[src/rtl/gray_ctrl_pkg.sv]
// Shared types for the gray stream controller:
// FSM state, output FIFO entry, default core latency.
package gray_ctrl_pkg;

   localparam int DEF_LATENCY = 3;

   typedef enum logic [1:0] {
      IDLE,
      RUN,
      DRAIN,
      DONE
   } state_e;

   typedef struct packed {
      logic [7:0] gray;
      logic       sof;
      logic       eol;
   } fifo_entry_t;

endpackage

[src/rtl/gray_out_fifo.sv]
// Show-ahead output FIFO for gray results with sof/eol tags.
// Write and pop may coincide at any fill level, including full.
module gray_out_fifo
   import gray_ctrl_pkg::*;
#(
   parameter int DEPTH = 8
) (
   input  logic                       clk,
   input  logic                       rst,
   input  logic                       wr_i,
   input  fifo_entry_t                wr_data_i,
   input  logic                       rd_i,
   output fifo_entry_t                rd_data_o,
   output logic                       empty_o,
   output logic [$clog2(DEPTH+1)-1:0] count_o
);

   localparam int AW = $clog2(DEPTH);
   localparam int CW = $clog2(DEPTH + 1);

   fifo_entry_t   mem_q [DEPTH];
   logic [AW-1:0] wp_q;
   logic [AW-1:0] rp_q;
   logic [CW-1:0] cnt_q;
   logic          do_rd;
   logic          full;

   assign empty_o   = (cnt_q == '0);
   assign full      = (cnt_q == CW'(DEPTH));
   assign do_rd     = rd_i && !empty_o;
   assign rd_data_o = mem_q[rp_q];
   assign count_o   = cnt_q;

   // storage, pointers and fill count
   always_ff @(posedge clk or posedge rst) begin
      if (rst) begin
         wp_q  <= '0;
         rp_q  <= '0;
         cnt_q <= '0;
         for (int i = 0; i < DEPTH; i++) begin
            mem_q[i] <= '0;
         end
      end else begin
         if (wr_i) begin
            mem_q[wp_q] <= wr_data_i;
            wp_q        <= wp_q + AW'(1);
         end
         if (do_rd) begin
            rp_q <= rp_q + AW'(1);
         end
         if (wr_i && !do_rd) begin
            cnt_q <= cnt_q + CW'(1);
         end else if (!wr_i && do_rd) begin
            cnt_q <= cnt_q - CW'(1);
         end
      end
   end

   a_no_overflow : assert property (
      @(posedge clk) disable iff (rst) !(wr_i && full && !do_rd)
   );

endmodule

[src/rtl/gray_stream_ctrl.sv]
// Frame sequencer around a fixed-latency RGB2GRAY core.
// Credits cover FIFO fill plus core in-flight results.
module gray_stream_ctrl
   import gray_ctrl_pkg::*;
#(
   parameter int WIDTH      = 640,
   parameter int HEIGHT     = 480,
   parameter int LATENCY    = DEF_LATENCY,
   parameter int FIFO_DEPTH = 8
) (
   input  logic        clk,
   input  logic        rst,
   input  logic        start,
   output logic        busy,
   output logic        done,
   input  logic        s_valid,
   output logic        s_ready,
   input  logic [23:0] s_rgb,
   output logic [23:0] core_rgb,
   input  logic [7:0]  core_gray,
   output logic        m_valid,
   input  logic        m_ready,
   output logic [7:0]  m_gray,
   output logic        m_sof,
   output logic        m_eol
);

   localparam int NPIX = WIDTH * HEIGHT;
   localparam int PW   = $clog2(NPIX + 1);
   localparam int XW   = (WIDTH > 1) ? $clog2(WIDTH) : 1;
   localparam int CW   = $clog2(FIFO_DEPTH + 1);
   localparam int OW   = $clog2(FIFO_DEPTH + LATENCY + 1);

   state_e            state_q;
   state_e            state_d;
   logic [PW-1:0]     in_cnt_q;
   logic [PW-1:0]     in_cnt_d;
   logic [PW-1:0]     out_cnt_q;
   logic [PW-1:0]     out_cnt_d;
   logic [XW-1:0]     col_q;
   logic [XW-1:0]     col_d;
   logic [LATENCY-1:0] v_q;
   logic [LATENCY-1:0] sof_q;
   logic [LATENCY-1:0] eol_q;
   logic              accept;
   logic              pop;
   logic              last_in;
   logic              last_out;
   logic              empty;
   logic [CW-1:0]     fcount;
   logic [OW-1:0]     inflight;
   logic [OW-1:0]     outstanding;
   fifo_entry_t       wr_data;
   fifo_entry_t       head;

   assign accept   = s_valid && s_ready;
   assign pop      = m_valid && m_ready;
   assign last_in  = (in_cnt_q == PW'(NPIX - 1));
   assign last_out = (out_cnt_q == PW'(NPIX - 1));
   assign core_rgb = accept ? s_rgb : 24'd0;

   assign wr_data.gray = core_gray;
   assign wr_data.sof  = sof_q[LATENCY-1];
   assign wr_data.eol  = eol_q[LATENCY-1];

   assign m_valid = !empty;
   assign m_gray  = head.gray;
   assign m_sof   = head.sof;
   assign m_eol   = head.eol;

   // results still inside the core pipeline
   always_comb begin
      inflight = '0;
      for (int i = 0; i < LATENCY; i++) begin
         inflight = inflight + OW'(v_q[i]);
      end
      outstanding = OW'(fcount) + inflight;
   end

   // state register
   always_ff @(posedge clk or posedge rst) begin
      if (rst) begin
         state_q <= IDLE;
      end else begin
         state_q <= state_d;
      end
   end

   // next-state logic
   always_comb begin
      state_d = state_q;
      unique case (state_q)
         IDLE:    if (start) state_d = RUN;
         RUN:     if (accept && last_in) state_d = DRAIN;
         DRAIN:   if (pop && last_out) state_d = DONE;
         DONE:    state_d = IDLE;
         default: state_d = IDLE;
      endcase
   end

   // FSM outputs and credit-based admission
   always_comb begin
      busy    = (state_q != IDLE);
      done    = (state_q == DONE);
      s_ready = (state_q == RUN) && (outstanding < OW'(FIFO_DEPTH));
   end

   // pixel counters and column position
   always_comb begin
      in_cnt_d  = in_cnt_q;
      out_cnt_d = out_cnt_q;
      col_d     = col_q;
      if (state_q == IDLE && start) begin
         in_cnt_d  = '0;
         out_cnt_d = '0;
         col_d     = '0;
      end else begin
         if (accept) begin
            in_cnt_d = in_cnt_q + PW'(1);
            col_d    = (col_q == XW'(WIDTH - 1)) ? '0 : col_q + XW'(1);
         end
         if (pop) begin
            out_cnt_d = out_cnt_q + PW'(1);
         end
      end
   end

   // counters plus valid/tag shift register tracking the core
   always_ff @(posedge clk or posedge rst) begin
      if (rst) begin
         in_cnt_q  <= '0;
         out_cnt_q <= '0;
         col_q     <= '0;
         v_q       <= '0;
         sof_q     <= '0;
         eol_q     <= '0;
      end else begin
         in_cnt_q  <= in_cnt_d;
         out_cnt_q <= out_cnt_d;
         col_q     <= col_d;
         v_q[0]    <= accept;
         sof_q[0]  <= (in_cnt_q == '0);
         eol_q[0]  <= (col_q == XW'(WIDTH - 1));
         for (int i = 1; i < LATENCY; i++) begin
            v_q[i]   <= v_q[i-1];
            sof_q[i] <= sof_q[i-1];
            eol_q[i] <= eol_q[i-1];
         end
      end
   end

   gray_out_fifo #(
      .DEPTH(FIFO_DEPTH)
   ) u_fifo (
      .clk       (clk),
      .rst       (rst),
      .wr_i      (v_q[LATENCY-1]),
      .wr_data_i (wr_data),
      .rd_i      (pop),
      .rd_data_o (head),
      .empty_o   (empty),
      .count_o   (fcount)
   );

endmodule

[config.mk]
export PLATFORM = sky130hd
export DESIGN_NAME = gray_stream_ctrl
export DESIGN_NICKNAME = d
export VERILOG_FILES = /design/src/rtl/gray_ctrl_pkg.sv /design/src/rtl/gray_out_fifo.sv /design/src/rtl/gray_stream_ctrl.sv
export SDC_FILE = /design/constraint.sdc
export NUM_CORES = 1
export LEC_CHECK = 0
export BUFFER_PORTS_ARGS = -buffer_cell sky130_fd_sc_hd__buf_4
export CORE_UTILIZATION = 30
export DETAILED_ROUTE_END_ITERATION = 12
export PLACE_DENSITY = 0.55
export SYNTH_ARGS = -nofsm -noshare
export SYNTH_HDL_FRONTEND = slang
export SYNTH_SLANG_ARGS = --single-unit
[constraint.sdc]
create_clock -name clk -period 5.81 [get_ports clk]
set_input_delay 0.581 -clock clk [delete_from_list [all_inputs] [get_ports clk]]
set_output_delay 0.581 -clock clk [all_outputs]
set_load 0.05 [all_outputs]
==> reports/metrics.cfg, run 1 <==
[setup_path]
cp_top_family=simple AND/OR/NAND/NOR gates
setup.worst_path.end_class=output pin
timing_worst_setup_path_type=flip-flop to output pin
crit_arrival_ns=3.42
timing.critical_path.cells=inv_1, fa_1, inv_1, ha_1, nand4b_2, nand4_1, and2_1, inv_1, and2_1, buf_4
cpPeakStageDelay_ns=0.57
critPathBufInv=4
cp_max_fo=31
worstSetupStartpointType=flip-flop
critical-path-slowest-cell=sky130_fd_sc_hd__inv_1
required_ns=5.23
crit_path_frequent_cell=sky130_fd_sc_hd__inv_1

[global_routing]
grt_antenna_before_repair=0
number_of_global_route_vias_before_repair=4748
overall_global_routing_resource_usage_pct=12.8
gr-total-overflow=0
grt_max_degree=96
grt_first_pass_wirelength_mm=24.6

[cts]
post_cts_resized=0
cts-hold-fix-buffers=0
clock_sink_count=149
clk_transition_reported_paths_ns=0.06
cts_tree=built
ctsHtreeMaxLevel=4
cts_inserted_buffers=17
cts-root-to-sink-buffers=2
worst_skew_late_latency_ns=0.42
cts_setup_buffers=0
root_buffer=sky130_fd_sc_hd__clkbuf_16

[pwr]
power.density_nw_per_um2=487
share_seq_of_total_power_pct=37.4
ir_worst_vdd_uv=422
power.share.combinational_pct=36.4
p_total_mw=4.30
switching_portion_of_total_power_pct=35.5
power_report.internal_total_mw=2.77
share_clk_of_total_power_pct=26.2
total_switching_power_mw=1.52
power.static_leakage_nw=3.85

[synth]
syn-num-nets=657
synth_async_sr_flop_share_pct=100
synth-seq-cells=149
synth_simple_gate_area_share_pct=13.8
avgSynthCellArea_sq_um=12.2
post_synth_mux_area_share_pct=20.4
yosys.area_share.xor_xnor_pct=4.53
ys_dominant_reg_cell=sky130_fd_sc_hd__dfrtp_1
main_combinational_cell_family_by_area_after_synthesis=multiplexers
synth_edf_count=0
synth_seq_area_share_pct=50.8
synth_cell_types=53
area_fraction_in_compound_gates_after_synthesis_pct=4.98
ys.warnings.count=0
syn_area_sq_um=7340
syn-instance-count=603
post_synth_fa_ha_maj_area_fraction_pct=3.10

[drt]
routed_wl_mm=15.0
via_per_instance_ratio=4.80
drt_pass1_iterations=4
drc=0
drt_iter0_markers=311
wl_per_cell_microns=15.0
antenna_violating_nets_post_route=0
routed-via-count=4816

[die]
core_region_area_sq_um=23800
initial_core_util_pct=30.9
cell_row_count=56
die_y_microns=158
die-width_microns=158
die-area_sq_um=25100
ioPinCount=75

[sta]
finalWorstPathRequiredPeriod_ns=4.00
worst_hold_slack_ns=0.325
timing.fmax_ghz=0.250
rsz0062_at_grt=false
post-route-period-util_pct=68.9
setup-violations-final=0
setup_total_negative_slack_ns=0
max_slew.worst_pin.slew_ns=1.13
timing_max_transition_violations_final=0
skew_ns=0.0105
report.final.hold_viol_count=0
maxSlewHeadroom_pct=24.4

[final_layout]
layout.cells.most_common=sky130_fd_sc_hd__dfrtp_1
syn2layout_area_growth_pct=20.2
fraction_of_layout_cells_with_a_size_suffix_above_1_pct=34.2
design_area_sq_um=8830
instances_no_fill=1003
nNetsFinal=725
n_antenna_cell=0
layout_common_cells=sky130_fd_sc_hd__dfrtp_1 (149), sky130_fd_sc_hd__mux2_2 (92), sky130_fd_sc_hd__buf_4 (78), sky130_fd_sc_hd__nor2_1 (38), sky130_fd_sc_hd__xnor2_1 (34)

[placement]
place_congestion=0.749
dp_cells=971
placement.io_buffers=74
dpl.hpwl_mm=9.56
placedInstanceArea_sq_um=8230

[min_path]
min_path_type=input port to asynchronous set/reset pin

[outcome]
run_status=complete, no violations

[flow_run]
timing.max_cap.violations=0

cells in the mapped netlist (3+ instances only):
cell type / count / area (sq um)
sky130_fd_sc_hd__dfrtp_1: 149 / 3730
sky130_fd_sc_hd__mux2_2: 92 / 1040
sky130_fd_sc_hd__nor2_1: 38 / 143
sky130_fd_sc_hd__xnor2_1: 34 / 298
sky130_fd_sc_hd__and2_1: 27 / 169
sky130_fd_sc_hd__nand2_1: 27 / 101
sky130_fd_sc_hd__a21oi_1: 26 / 130
sky130_fd_sc_hd__clkbuf_1: 20 / 75.1
sky130_fd_sc_hd__mux4_2: 20 / 450
sky130_fd_sc_hd__inv_1: 18 / 67.6
sky130_fd_sc_hd__nand3_1: 16 / 80.1
sky130_fd_sc_hd__ha_1: 15 / 188
sky130_fd_sc_hd__o21ai_0: 13 / 65.1
sky130_fd_sc_hd__nand4_1: 11 / 68.8
sky130_fd_sc_hd__or3_1: 11 / 68.8
sky130_fd_sc_hd__and3_1: 7 / 43.8
sky130_fd_sc_hd__a21boi_0: 5 / 37.5
sky130_fd_sc_hd__buf_1: 5 / 18.8
sky130_fd_sc_hd__nand4b_1: 5 / 43.8
sky130_fd_sc_hd__nor4_1: 5 / 31.3
sky130_fd_sc_hd__a211oi_1: 4 / 30.0
sky130_fd_sc_hd__buf_2: 4 / 20.0
sky130_fd_sc_hd__or4_1: 4 / 30.0
sky130_fd_sc_hd__xor2_1: 4 / 35.0
sky130_fd_sc_hd__and4_1: 3 / 26.3
sky130_fd_sc_hd__nor3b_1: 3 / 22.5
per-stage QoR:
stage / util [%] / setup WS, ns
6_report: 37.2 / 1.81
5_1_grt: 37.2 / 1.50
4_1_cts: 37.2 / 1.76
3_5_place_dp: 34.6 / 2.25
3_3_place_gp: 34.6 / 2.31
2_1_floorplan: - / 1.22
final timing paths:
| kind | start | end | slack (ns) | depth (start not counted) |
|---|---|---|---|---|
| worst max-delay path | u_fifo.count_o[0] | core_rgb[5] | 1.81 | 10 |
| worst min-delay path | rst | in_cnt_q[9] | 0.32 | 2 |
| worst max register to register | u_fifo.count_o[0] | col_q[9] | 2.63 | 10 |
| worst min register to register | eol_q[1] | eol_q[2] | 0.35 | 0 |
| max in group asynchronous | rst | u_fifo.mem_q[58] | 4.22 | 3 |
| min in group clk | eol_q[1] | eol_q[2] | 0.35 | 0 |
per-layer routing:
| metal | vias up | track usage (%) | part of all wire, % |
|---|---|---|---|
| met3 | 11 | 3.62 | 4.4 |
| met1 | 2399 | 17.1 | 48 |
| met5 | - | 0 | 0 |
| li1 | 2304 | - | - |
| met2 | 102 | 20.6 | 47 |
| met4 | 0 | 2.98 | 0.56 |
registers in the layout, summed over array words and instances (netlist names):
name / count
col_q: 10
eol_q: 3
in_cnt_q: 19
out_cnt_q: 19
sof_q: 3
state_q: 2
u_fifo.count_o: 4
u_fifo.mem_q: 80
u_fifo.rp_q: 3
u_fifo.wp_q: 3
v_q: 3
cell families (layout without fill, tap and decap cells):
family	Yosys count	in the layout
AO/OA/AOI/OAI	60	60
XOR/XNOR	38	38
adder cells (fa/ha/maj)	17	17
buffers and inverters	47	128
flip-flops	149	149
multiplexers	113	113
AND/OR/NAND/NOR	179	179
layout make-up:
cell class	count	area, sq um
Timing Repair Buffer	78	586
Inverter	18	72.6
Fill cell	2311	14900
Multi-Input combinational cell	407	3440
Sequential cell	149	3730
Clock inverter	12	154
Clock buffer	20	447
Tap cell	319	399
power groups by stage:
stage | clock network [mW] | logic, mW | registers [mW]
2_1_floorplan | 0 | 1.32 | 1.48
3_3_place_gp | 0 | 1.57 | 1.62
3_5_place_dp | 0 | 1.58 | 1.63
4_1_cts | 1.16 | 1.59 | 1.61
5_1_grt | 1.21 | 1.69 | 1.66
6_report | 1.13 | 1.56 | 1.61
(Power assumes the default switching activity.)
==> inputs of run 2 (changes only) <==
Clock period 5.81 ns to 3.8 ns, I/O delays scaled along.
==> run 2 against run 1 <==
- non-clock buffer count up 1
- critical endpoint is now core_rgb[18]
- cell area up 0.24%
- power up 52%
- largest cell class unchanged
- wire length up 2.4%
- sequential cell count unchanged
- sequential power up 53%
==> reports/metrics.cfg, run 2 (synthesis results as in run 1) <==
[outcome]
run_status=complete, no violations

[final_layout]
layout.core_utilization_pct=37.3
syn2layout_area_growth_pct=20.5
instances_no_fill=1004
layout.cells.most_common=sky130_fd_sc_hd__dfrtp_1
top_reg_by_flops=u_fifo.mem_q
n_antenna_cell=0
biggestRegsByFlops=u_fifo.mem_q (80), in_cnt_q (19), out_cnt_q (19)
layout_common_cells=sky130_fd_sc_hd__dfrtp_1 (149), sky130_fd_sc_hd__mux2_2 (92), sky130_fd_sc_hd__buf_4 (78), sky130_fd_sc_hd__nor2_1 (38), sky130_fd_sc_hd__xnor2_1 (34)
number_of_flip_flops_under_the_largest_register_name=80
fraction_of_layout_cells_with_a_size_suffix_above_1_pct=34.7
nNetsFinal=727

[placement]
dp_cells=972
dpl.hpwl_mm=9.65
placement.io_buffers=74
place_congestion=0.736

[sta]
timing_max_transition_violations_final=0
post-route-period-util_pct=92.8
skew_ns=0.00888
finalWorstPathRequiredPeriod_ns=3.53
timing.fmax_ghz=0.284
setup-violations-final=0
rsz0062_at_grt=false
worst_hold_slack_ns=0.00652
maxSlewHeadroom_pct=26.0
report.final.hold_viol_count=0
max_slew.worst_pin.slew_ns=1.10
setup_total_negative_slack_ns=0

[drt]
routed-via-count=4786
drt_pass1_iterations=4
antenna_violating_nets_post_route=0
routed_wl_mm=15.4
drt_iter0_markers=316
drc=0
wl_per_cell_microns=15.3
via_per_instance_ratio=4.77

[cts]
clock_sink_count=149
ctsHtreeMaxLevel=4
clk_transition_reported_paths_ns=0.06
cts-root-to-sink-buffers=2
cts_tree=built
root_buffer=sky130_fd_sc_hd__clkbuf_16
cts-hold-fix-buffers=0
cts_inserted_buffers=17
worst_skew_late_latency_ns=0.42

[setup_path]
timing.critical_path.cells=inv_1, fa_1, nand4b_2, nand4_1, and2_2, clkinvlp_4, and2_1, buf_4
r2r_setup_slack_ns=1.01
timing_worst_setup_path_type=flip-flop to output pin
required_ns=3.42
cp_max_fo=15
worstSetupStartpointType=flip-flop
critical-path-slowest-cell=sky130_fd_sc_hd__dfrtp_1
cpPeakStageDelay_ns=0.45
setup.worst_path.end_class=output pin
crit_arrival_ns=3.15

[global_routing]
grt_antenna_before_repair=0
grt_first_pass_wirelength_mm=25.0
overall_global_routing_resource_usage_pct=13.1
number_of_global_route_vias_before_repair=4747
grt_max_degree=129
gr-total-overflow=0

[die]
cell_row_count=56
die-width_microns=158
core_region_area_sq_um=23800
initial_core_util_pct=30.9
die_y_microns=158
die-area_sq_um=25100
ioPinCount=75

[pwr]
power.static_leakage_nw=3.85
ir_worst_vdd_uv=518
p_total_mw=6.55
power.density_nw_per_um2=740

[min_path]
min_path_type=input port to asynchronous set/reset pin

[flow_run]
timing.max_cap.violations=0

## run 2: final timing paths
kind / from / end / depth (start not counted)
worst max-delay path: u_fifo.count_o[0] / core_rgb[18] / 8
worst min-delay path: rst / in_cnt_q[12] / 2
worst max register to register: u_fifo.count_o[0] / col_q[9] / 8
worst min register to register: sof_q[0] / sof_q[1] / 0
max in group asynchronous: rst / u_fifo.mem_q[13] / 3
min in group clk: core_gray[5] / u_fifo.mem_q[37] / 2
## run 2: worst max-delay path: cells and delay by family, from the launching register on
kind / cells / cell delay, ns
AND/OR/NAND/NOR: 4 / 1.26
adder cells (fa/ha/maj): 1 / 0.45
buffers and inverters: 3 / 0.57
flip-flops: 1 / 0.45
## run 2: report_power, final
part | internal (mW) | switching (mW) | total, mW
Clock | 1.02 | 0.662 | 1.68
Combinational | 1.15 | 1.27 | 2.42
Sequential | 2.05 | 0.405 | 2.46
Total | 4.22 | 2.33 | 6.55
## run 2: routing by layer
layer	wire length, microns	vias to the layer above	global-route usage (%)	part of all wire (%)
met3	635	14	2.80	4.1
li1	-	2305	-	-
met5	0	-	0	0
met4	142	0	4.21	0.92
met2	7020	114	20.4	46
met1	7610	2353	18.1	49
## run 2: cell type report
type / count / area [sq um]
repair inverters: 1 / 7.51
clock buffers: 21 / 470
multi-input cells: 407 / 3440
well taps: 319 / 399
clock inverters: 10 / 120
repair buffers: 79 / 606
flip-flops and latches: 149 / 3730
inverters: 18 / 75.1
fillers: 2327 / 14900
## run 2: through the flow
stage                     setup WS, ns  cell area [sq um]
after floorplan                  0.809               7350
after detailed placement         0.415               8250
final                            0.273               8850
after CTS                      0.00234               8840
after global routing            0.0354               8850
after global placement           0.521               8250
## run 2: what timing repair did
item	4_1_cts	5_1_grt
setup endpoints to repair	24	24
gates cloned	0	1
gates resized for setup	1	2
setup buffers	0	0
pin swaps	0	0
==> inputs of run 3 (changes only) <==
Settings changed: CORE_UTILIZATION 30 to 59, PLACE_DENSITY 0.55 to 0.89.
==> run 3 against run 2 <==
- core utilization rose by 35 points
- global-route usage grew 13 points
- first-iteration DRC count down 35%
- count of clock-buffer cells in the layout grew 2
- clock power about the same
- worst hold slack better by 0.19 ns
- critical path type unchanged
- critical endpoint is now core_rgb[1]
- largest cell class unchanged
- largest power group unchanged
- highest routed layer unchanged
==> reports/metrics.cfg, run 3 (synthesis results as in run 1) <==
[final_layout]
total_of_fill_cells_in_the_finished_design=783
nNetsFinal=728
top_reg_by_flops=u_fifo.mem_q
layout_common_cells=sky130_fd_sc_hd__dfrtp_1 (149), sky130_fd_sc_hd__mux2_2 (92), sky130_fd_sc_hd__buf_4 (80), sky130_fd_sc_hd__nor2_1 (38), sky130_fd_sc_hd__xnor2_1 (34)
layout.core_utilization_pct=72.0
syn2layout_area_growth_pct=18.2
biggestRegsByFlops=u_fifo.mem_q (80), in_cnt_q (19), out_cnt_q (19)
design_area_sq_um=8680
fraction_of_layout_cells_with_a_size_suffix_above_1_pct=34.4
layout.cells.most_common=sky130_fd_sc_hd__dfrtp_1
number_of_flip_flops_under_the_largest_register_name=80
n_antenna_cell=0

[sta]
finalWorstPathRequiredPeriod_ns=3.55
max_slew.worst_pin.slew_ns=1.06
skew_ns=0.00830
timing_max_transition_violations_final=0
setup_total_negative_slack_ns=0
setup-violations-final=0
worst_hold_slack_ns=0.195
maxSlewHeadroom_pct=29.3
post-route-period-util_pct=93.4
timing.fmax_ghz=0.282
rsz0062_at_grt=false
report.final.hold_viol_count=0

[die]
die_y_microns=114
ioPinCount=75
cell_row_count=40
die-area_sq_um=12900
core_region_area_sq_um=12100
initial_core_util_pct=60.9
die-width_microns=114

[drt]
via_per_instance_ratio=5.95
antenna_violating_nets_post_route=0
drc=0
routed-via-count=5086
routed_wl_mm=15.7
drt_iter0_markers=204
wl_per_cell_microns=18.4
drt_pass1_iterations=4

[cts]
cts_setup_buffers=0
worst_skew_late_latency_ns=0.42
clock_sink_count=149
ctsHtreeMaxLevel=4
cts_inserted_buffers=17
clk_transition_reported_paths_ns=0.06
cts-root-to-sink-buffers=2
root_buffer=sky130_fd_sc_hd__clkbuf_16
post_cts_resized=0
cts_tree=built
cts-hold-fix-buffers=0

[placement]
placedInstanceArea_sq_um=8060
dpl.hpwl_mm=10.2
placement.io_buffers=74
place_congestion=0.851

[pwr]
switching_portion_of_total_power_pct=35.9
power.share.combinational_pct=37.0
power.density_nw_per_um2=767
ir_worst_vdd_uv=553
share_clk_of_total_power_pct=25.6
share_seq_of_total_power_pct=37.4
total_switching_power_mw=2.39
power_report.internal_total_mw=4.27
power.static_leakage_nw=3.88

[setup_path]
required_ns=3.42
worstSetupStartpointType=flip-flop
setup.worst_path.end_class=output pin
regToRegStartpoint=u_fifo.count_o[0]
r2r_setup_slack_ns=0.96
worst-r2r-cell-count=11
worst_r2r_endpoint=col_q[9]
setup.worst_path.start=u_fifo.count_o[0]
timing_worst_setup_path_type=flip-flop to output pin
cp_max_fo=17
crit_arrival_ns=3.17
setup.worst_path.end=core_rgb[1]

[global_routing]
gr-total-overflow=0
grt_antenna_before_repair=0
number_of_global_route_vias_before_repair=5307
grt_max_degree=103
grt_first_pass_wirelength_mm=25.9
overall_global_routing_resource_usage_pct=26.4

[flow_run]
timing.max_cap.violations=0

[min_path]
min_path_type=input port to asynchronous set/reset pin

[outcome]
run_status=complete, no violations

[run 3: cell types whose count changed in the layout (fill, tap and decap cells not counted), moves of 2 or more]
cell                         before  now
sky130_fd_sc_hd__clkbuf_8         3    5
sky130_fd_sc_hd__nor3b_1          1    3
sky130_fd_sc_hd__clkinvlp_4       5    2
sky130_fd_sc_hd__buf_4           78   80
sky130_fd_sc_hd__nor3b_2          2    0
[run 3: per-stage QoR]
stage / std cells / power [mW] / setup WS [ns]
after CTS: 855 / 6.70 / 0.217
final: 855 / 6.66 / 0.252
after floorplan: 603 / 4.28 / 0.809
after global routing: 855 / 6.98 / 0.0233
after detailed placement: 823 / 4.95 / 0.734
after global placement: 823 / 4.78 / 0.906
[run 3: worst min path at each step]
stage | startpoint | end | depth (start not counted)
3_5_place_dp | eol_q[1] | eol_q[2] | 0
2_1_floorplan | eol_q[0] | eol_q[1] | 0
5_1_grt | core_gray[3] | u_fifo.mem_q[15] | 2
6_report | rst | in_cnt_q[9] | 2
4_1_cts | rst | in_cnt_q[13] | 2
3_3_place_gp | sof_q[1] | sof_q[2] | 0
[run 3: critical path, cell delays in order, from the launching register on]
cell                       delay [ns]
sky130_fd_sc_hd__dfrtp_1         0.46
sky130_fd_sc_hd__inv_1           0.10
sky130_fd_sc_hd__fa_1            0.42
sky130_fd_sc_hd__inv_1           0.07
sky130_fd_sc_hd__ha_1            0.23
sky130_fd_sc_hd__nand4b_2        0.18
sky130_fd_sc_hd__nand4_1         0.32
sky130_fd_sc_hd__and2_1          0.33
sky130_fd_sc_hd__inv_1           0.10
sky130_fd_sc_hd__buf_4           0.19
sky130_fd_sc_hd__and2_1          0.16
sky130_fd_sc_hd__buf_4           0.20
[run 3: power groups by stage]
stage	logic [mW]	clock network (mW)	registers [mW]
global placement	2.34	0	2.43
detailed placement	2.45	0	2.50
CTS	2.49	1.73	2.48
finish	2.46	1.71	2.49
global route	2.62	1.80	2.55
floorplan	2.01	0	2.27
[run 3: layout make-up]
class	instances	area (sq um)	area share (%)
Clock buffer	23	498	5.74
Clock inverter	9	116	1.34
Inverter	18	71.3	0.822
Multi-Input combinational cell	407	3430	39.6
Sequential cell	149	3730	43.0
Tap cell	168	210	2.42
Timing Repair Buffer	81	621	7.15
[run 3: routing by layer]
layer  GRT usage (%)  share of wire [%]  up-vias
met1            29.4                 40     2566
met4            10.9                2.4        0
met2            49.3                 54      166
li1                -                  -     2311
met5               0                  0        -
met3            5.10                4.1       43
